[src/rtl/fetch_pipe_pkg.sv]
// Shared types and default parameters for the instruction fetch pipeline.
package fetch_pipe_pkg;

  localparam int unsigned DEF_ADDR_W   = 16;
  localparam int unsigned DEF_INSTR_W  = 16;
  localparam int unsigned DEF_PC_INC   = 2;
  localparam int unsigned DEF_DEPTH    = 4;
  localparam int unsigned DEF_RESET_PC = 0;

  typedef enum logic [1:0] {
    ST_RUN    = 2'd0,
    ST_DRAIN  = 2'd1,
    ST_HALTED = 2'd2,
    ST_ERROR  = 2'd3
  } state_e;

endpackage

[src/rtl/fetch_fifo.sv]
// Small synchronous FIFO with flush and occupancy count; used for the
// prefetch buffer and the in-order tag queue of outstanding fetch PCs.
module fetch_fifo #(
  parameter int unsigned WIDTH = 8,
  parameter int unsigned DEPTH = 4
) (
  input  logic                     clk,
  input  logic                     rst,
  input  logic                     flush_i,
  input  logic                     push_i,
  input  logic [WIDTH-1:0]         data_i,
  input  logic                     pop_i,
  output logic [WIDTH-1:0]         data_o,
  output logic                     valid_o,
  output logic [$clog2(DEPTH):0]   count_o
);

  localparam int unsigned PW = $clog2(DEPTH);

  logic [WIDTH-1:0] mem_q [DEPTH];
  logic [PW-1:0]    wr_ptr_q;
  logic [PW-1:0]    rd_ptr_q;
  logic [PW:0]      cnt_q;
  logic [PW:0]      cnt_d;
  logic             valid_q;
  logic             do_push;
  logic             do_pop;

  // A full FIFO still accepts a push when the head leaves in the same cycle.
  always_comb begin
    do_pop  = pop_i && (cnt_q != '0);
    do_push = push_i && ((cnt_q != (PW+1)'(DEPTH)) || do_pop);
    cnt_d   = cnt_q + (PW+1)'(do_push) - (PW+1)'(do_pop);
  end

  always_ff @(posedge clk or posedge rst) begin
    if (rst) begin
      wr_ptr_q <= '0;
      rd_ptr_q <= '0;
      cnt_q    <= '0;
      valid_q  <= 1'b0;
    end else if (flush_i) begin
      wr_ptr_q <= '0;
      rd_ptr_q <= '0;
      cnt_q    <= '0;
      valid_q  <= 1'b0;
    end else begin
      if (do_push) wr_ptr_q <= wr_ptr_q + PW'(1);
      if (do_pop)  rd_ptr_q <= rd_ptr_q + PW'(1);
      cnt_q   <= cnt_d;
      valid_q <= (cnt_d != '0);
    end
  end

  always_ff @(posedge clk) begin
    if (do_push && !flush_i) mem_q[wr_ptr_q] <= data_i;
  end

  assign data_o  = mem_q[rd_ptr_q];
  assign valid_o = valid_q;
  assign count_o = cnt_q;

endmodule

[src/rtl/fetch_pipe.sv]
// Instruction fetch front end: issues in-order memory reads, buffers the
// returned instructions with their PCs, and handles redirect, halt and errors.
module fetch_pipe
  import fetch_pipe_pkg::*;
#(
  parameter int unsigned       ADDR_W   = DEF_ADDR_W,
  parameter int unsigned       INSTR_W  = DEF_INSTR_W,
  parameter int unsigned       PC_INC   = DEF_PC_INC,
  parameter int unsigned       DEPTH    = DEF_DEPTH,
  parameter logic [ADDR_W-1:0] RESET_PC = ADDR_W'(DEF_RESET_PC)
) (
  input  logic               clk,
  input  logic               rst,
  input  logic               redirect_valid,
  input  logic [ADDR_W-1:0]  redirect_pc,
  input  logic               halt,
  output logic               imem_req,
  output logic [ADDR_W-1:0]  imem_addr,
  input  logic               imem_gnt,
  input  logic               imem_rvalid,
  input  logic [INSTR_W-1:0] imem_rdata,
  input  logic               imem_err,
  output logic               instr_valid,
  input  logic               instr_ready,
  output logic [INSTR_W-1:0] instr,
  output logic [ADDR_W-1:0]  instr_pc,
  output logic [ADDR_W-1:0]  inc_PC,
  output logic               err
);

  localparam int unsigned CW      = $clog2(DEPTH) + 1;
  localparam int unsigned SW      = CW + 1;
  localparam int unsigned ALIGN_W = $clog2(PC_INC);
  localparam logic [ADDR_W-1:0] ALIGN_MASK = ADDR_W'((64'd1 << ALIGN_W) - 64'd1);
  localparam int unsigned EW      = INSTR_W + 2 * ADDR_W;

  state_e            state_q;
  logic              req_q;
  logic [ADDR_W-1:0] pc_q,   pc_d;
  logic [CW-1:0]     drop_q, drop_d;
  logic              err_q,  err_d;

  logic              accept, tag_pop, tag_valid, live, redir, err_evt, enq, deq, fits;
  logic [ADDR_W-1:0] tag_pc;
  logic [CW-1:0]     outst, occ, outst_nx, occ_nx;
  logic [EW-1:0]     entry_in, entry_out;

  // Handshake decode and next-cycle occupancy used to throttle requests.
  always_comb begin
    accept   = req_q && imem_gnt;
    tag_pop  = imem_rvalid && tag_valid;
    live     = (state_q != ST_ERROR);
    redir    = redirect_valid && live;
    err_evt  = live && ((redirect_valid && ((redirect_pc & ALIGN_MASK) != '0)) ||
                        (imem_rvalid && imem_err));
    enq      = live && tag_pop && (drop_q == '0) && !redir && !err_evt;
    deq      = instr_valid && instr_ready && !redir;
    outst_nx = outst + CW'(accept) - CW'(tag_pop);
    occ_nx   = redir ? '0 : (occ + CW'(enq) - CW'(deq));
    fits     = (SW'(occ_nx) + SW'(outst_nx)) < SW'(DEPTH);
  end

  // PC, drop counter and sticky error; a redirect drops every read still in flight.
  always_comb begin
    pc_d   = pc_q;
    drop_d = drop_q;
    err_d  = err_q | err_evt;
    if (redir) begin
      pc_d   = redirect_pc;
      drop_d = outst_nx;
    end else begin
      if (accept)                        pc_d   = pc_q + ADDR_W'(PC_INC);
      if (tag_pop && (drop_q != '0))     drop_d = drop_q - CW'(1);
    end
  end

  always_ff @(posedge clk or posedge rst) begin
    if (rst) begin
      pc_q   <= RESET_PC;
      drop_q <= '0;
      err_q  <= 1'b0;
    end else begin
      pc_q   <= pc_d;
      drop_q <= drop_d;
      err_q  <= err_d;
    end
  end

  // Control FSM; imem_req is registered from the next-cycle fit check.
  always_ff @(posedge clk or posedge rst) begin
    if (rst) begin
      state_q <= ST_RUN;
      req_q   <= 1'b0;
    end else begin
      case (state_q)
        ST_RUN: begin
          if (err_evt) begin
            state_q <= ST_ERROR;
            req_q   <= 1'b0;
          end else if (redir) begin
            state_q <= ST_RUN;
            req_q   <= fits;
          end else if (halt) begin
            state_q <= ST_DRAIN;
            req_q   <= 1'b0;
          end else begin
            state_q <= ST_RUN;
            req_q   <= fits;
          end
        end
        ST_DRAIN: begin
          if (err_evt) begin
            state_q <= ST_ERROR;
            req_q   <= 1'b0;
          end else if (redir) begin
            state_q <= ST_RUN;
            req_q   <= fits;
          end else begin
            state_q <= (outst_nx == '0) ? ST_HALTED : ST_DRAIN;
            req_q   <= 1'b0;
          end
        end
        ST_HALTED: begin
          if (err_evt) begin
            state_q <= ST_ERROR;
            req_q   <= 1'b0;
          end else if (redir) begin
            state_q <= ST_RUN;
            req_q   <= fits;
          end else begin
            state_q <= ST_HALTED;
            req_q   <= 1'b0;
          end
        end
        default: begin
          state_q <= ST_ERROR;
          req_q   <= 1'b0;
        end
      endcase
    end
  end

  fetch_fifo #(
    .WIDTH (ADDR_W),
    .DEPTH (DEPTH)
  ) u_tag_q (
    .clk     (clk),
    .rst     (rst),
    .flush_i (1'b0),
    .push_i  (accept),
    .data_i  (pc_q),
    .pop_i   (tag_pop),
    .data_o  (tag_pc),
    .valid_o (tag_valid),
    .count_o (outst)
  );

  assign entry_in = {imem_rdata, tag_pc, tag_pc + ADDR_W'(PC_INC)};

  fetch_fifo #(
    .WIDTH (EW),
    .DEPTH (DEPTH)
  ) u_buf (
    .clk     (clk),
    .rst     (rst),
    .flush_i (redir),
    .push_i  (enq),
    .data_i  (entry_in),
    .pop_i   (deq),
    .data_o  (entry_out),
    .valid_o (instr_valid),
    .count_o (occ)
  );

  assign instr     = entry_out[EW-1 -: INSTR_W];
  assign instr_pc  = entry_out[2*ADDR_W-1 -: ADDR_W];
  assign inc_PC    = entry_out[ADDR_W-1:0];
  assign imem_req  = req_q;
  assign imem_addr = pc_q;
  assign err       = err_q;

endmodule

[config.mk]
export PLATFORM = sky130hd
export DESIGN_NAME = fetch_pipe
export DESIGN_NICKNAME = d
export VERILOG_FILES = /design/src/rtl/fetch_pipe_pkg.sv /design/src/rtl/fetch_fifo.sv /design/src/rtl/fetch_pipe.sv
export SDC_FILE = /design/constraint.sdc
export NUM_CORES = 1
export LEC_CHECK = 0
export BUFFER_PORTS_ARGS = -buffer_cell sky130_fd_sc_hd__clkbuf_2
export CORE_UTILIZATION = 50
export DETAILED_ROUTE_END_ITERATION = 7
export MAX_ROUTING_LAYER = met4
export PLACE_DENSITY = 0.69
export SYNTH_ARGS = -nofsm -noshare
export SYNTH_HDL_FRONTEND = slang
export SYNTH_SLANG_ARGS = --single-unit
[constraint.sdc]
create_clock -name clk -period 5.2 [get_ports clk]
set_input_delay 0.52 -clock clk [delete_from_list [all_inputs] [get_ports clk]]
set_output_delay 0.52 -clock clk [all_outputs]
set_load 0.05 [all_outputs]
==> impl_metrics.yaml <==
status:
  outcome: "finished, final reports clean"
clock_tree:
  clk_pin_slew_worst_paths_ps: 60
  cts_hold_buffers: 0
  clock-sinks: 291
  clk_path_buf_depth: 3
  cts_tree: "built"
  clock_latency_ps: 530
  cts_buffers: 29
  htreeDepth: 1
  cts-root-buf: "clkbuf_16"
  post_cts_buffers: 0
  cts_resized: 0
timing:
  fmax_mhz: 310
  finalSetupViolations: 0
  rsz0062_at_grt: "no"
  hold_violations: 0
  period_needed_ps: 3230
  fin_crit_sh_pct: 62.0
  worst_slew_pin_slew_ps: 1000
  maxSlewViolCount: 0
  finalClockSkew_ps: 6.85
  finalSetupTns_ps: 0
  slew_headroom_pct: 33.3
yosys:
  synth_xor_area_share_pct: 2.93
  synth_compound_area_share_pct: 1.74
  synth_cells: 626
  synthMuxAreaShare_pct: 12.7
  ys_ff_latch: 291
  synth-simple-area-share_pct: 5.02
  synthesis.nets: 696
  ys_seq_area_share_pct: 72.3
  synth_top_family_by_area: "multiplexers"
  synth_most_common_cell: "edfxtp_1"
  ys_async_sr_fraction_pct: 13.4
  yosysTopAreaCell: "edfxtp_1"
  yosysUniqueCellTypes: 48
  synth_edf_count: 252
  syn_avg_cell_area_sq_um: 18.9
  netlist_area_sq_um: 11800
  synthTopCellsByCount: "edfxtp_1 (252), mux4_2 (58), dfrtp_1 (39)"
  ys.flop_type: "edfxtp_1"
  synth_top_area_share_pct: 64.0
  yosys-top-cells-area: "edfxtp_1 (64%), mux4_2 (11%), dfrtp_1 (8.3%)"
  synth_fa_ha_area_share_pct: 3.43
  yosys_warnings: 0
floorplanning:
  ios: 107
  core_area_sq_um: 22900
  die_y_microns: 156
  initial_core_util_pct: 51.6
  num_rows: 55
  die_w_microns: 156
  dieArea_sq_um: 24300
route:
  wl_met1_microns: 9020
  highest_layer: "met4"
  dr_total_vias: 5808
  drt-initial-drc-count: 267
  wl_per_cell_microns: 19.4
  wl_met2_microns: 10600
  wl_met3_microns: 975
  dr.pass1.iters: 4
  drtAntennaViolNets: 0
  drc: 0
  avgViaCountPerCell: 5.37
  finalWirelength_microns: 21000
worst_setup_path:
  r2r_cells: 6
  worstSetupEndpointType: "output port"
  crit_arrival_ps: 2710
  crit_fanout: 34
  cp_slowest_cell: "dfrtp_4"
  cp-startpoint: "u_buf.rd_ptr_q[0]"
  reg2reg_from: "state_q[0]"
  crit_path_start_kind: "flip-flop"
  worstPathRequired_ps: 4680
  critPathMaxStageDelay_ps: 880
  path_cells: "buf_4 -> mux4_2 -> clkbuf_2"
  critical_path_class: "reg2out"
grt:
  grt_pass1_wl_microns: 33700
  grt_pass1_vias: 6283
  overflow: 0
  antenna_found_initial: 0
  track_usage_pct: 18.6
  grt_max_degree: 42
run:
  max_cap_viol_count: 0
power:
  cellLeakagePower_nw: 4.81
  power_density_nw_per_um2: 478
  ir_drop_uv: 352
finish:
  areaGrowthSynthToFinish_pct: 15.6
  seqCellArea_sq_um: 8550
  fin_nets: 817
  multiInputGateArea_sq_um: 3060
  fillerInstances: 1690
  drive_gt1_share_pct: 30.4
  fin_area_sq_um: 13700
  n_antenna_cell: 0
min_path:
  worst_hold_path_type: "in2async"
place:
  place_hpwl_microns: 13700
  gp_congestion: 0.792
  place_area_sq_um: 12700
  port_buffers: 106
layer usage:
metal	track usage (%)	vias to the layer above
li1	-	2665
met1	24.4	2966
met2	30.9	145
met3	2.36	32
met4	5.04	0
met5	-	-
final cells by class:
class                      instances  share of cell area [%]
sequential                       291                    62.5
clock inverter                     7                   0.824
timing repair buffer             115                    4.37
clock buffer                      46                    6.36
tap                              313                    2.86
inverter                          25                   0.686
multi-input combinational        285                    22.4
path summary, 6_finish.rpt:
| path | endpoint | slack [ps] |
|---|---|---|
| setup / recovery | instr[13] | 1970 |
| hold / removal | u_buf.wr_ptr_q[1] | 100 |
| setup reg to reg | u_buf.mem_q[0][29] | 2230 |
| hold reg to reg | err | 470 |
| max in group asynchronous | u_buf.rd_ptr_q[0] | 4730 |
| min in group clk | imem_addr[5] | 200 |
where the power goes:
part | switching (mW) | total, mW | internal [mW]
Sequential | 0.213 | 3.13 | 2.91
Clock | 0.808 | 2.10 | 1.29
Combinational | 0.854 | 1.32 | 0.466
Total | 1.87 | 6.54 | 4.67
through the flow:
stage	hold WS [ps]	util, %	cells	setup slack (ps)	power, mW
2_1_floorplan	503	-	626	2340	4.14
3_3_place_gp	458	55.4	1029	2270	4.43
3_5_place_dp	462	55.4	1029	2200	4.50
4_1_cts	105	59.7	1082	1880	6.60
5_1_grt	136	59.7	1082	1790	6.84
6_report	98.6	59.7	1082	1970	6.54
registers in the layout, summed over array words and instances (netlist names):
name and count:
imem_req 1, u_buf.wr_ptr_q 2, u_buf.count_o 3, u_tag_q.mem_q 64
u_tag_q.wr_ptr_q 2, err 1, u_tag_q.rd_ptr_q 2, u_buf.valid_o 1
drop_q 3, u_tag_q.valid_o 1, u_buf.mem_q 188, imem_addr 16
u_tag_q.count_o 3, u_buf.rd_ptr_q 2, state_q 2
worst max-delay path, delay by kind of cell, from the launching register on:
| kind | cells | cell delay (ps) |
|---|---|---|
| DFF | 1 | 880 |
| buffers and inverters | 2 | 700 |
| muxes | 1 | 570 |
cell usage in the layout, fill, tap and decap left out, types with 2 or more instances in the layout:
cell,netlist,routed
buf_4,3,9
xnor2_1,22,22
fa_1,4,4
inv_1,25,25
bufinv_16,0,3
nor2_1,17,17
edfxtp_1,252,252
mux2i_1,4,4
mux4_1,5,5
nand2_1,37,37
clkbuf_2,0,106
dfrtp_1,39,37
and2_1,13,9
nand4_1,4,4
nand3_1,13,13
clkbuf_16,0,29
nor3_1,8,8
xor2_1,15,15
clkinv_2,0,2
nand2_2,3,3
a22oi_1,2,2
clkbuf_8,0,8
nand2b_1,2,2
and4_1,4,4
or3_1,2,2
ha_1,26,26
o21ai_0,19,19
and2_2,0,4
and3_1,2,2
mux4_2,58,58
a21oi_1,4,4
clkbuf_1,12,9
mux2_2,2,2
nor2b_1,3,2
cell families after synthesis:
family,after synthesis
AND/OR/NAND/NOR,115
flip-flops,291
adder cells (fa/ha/maj),30
AO/OA/AOI/OAI,33
XOR/XNOR,38
buffers and inverters,50
multiplexers,69
Power figures use the tool's default switching activity.
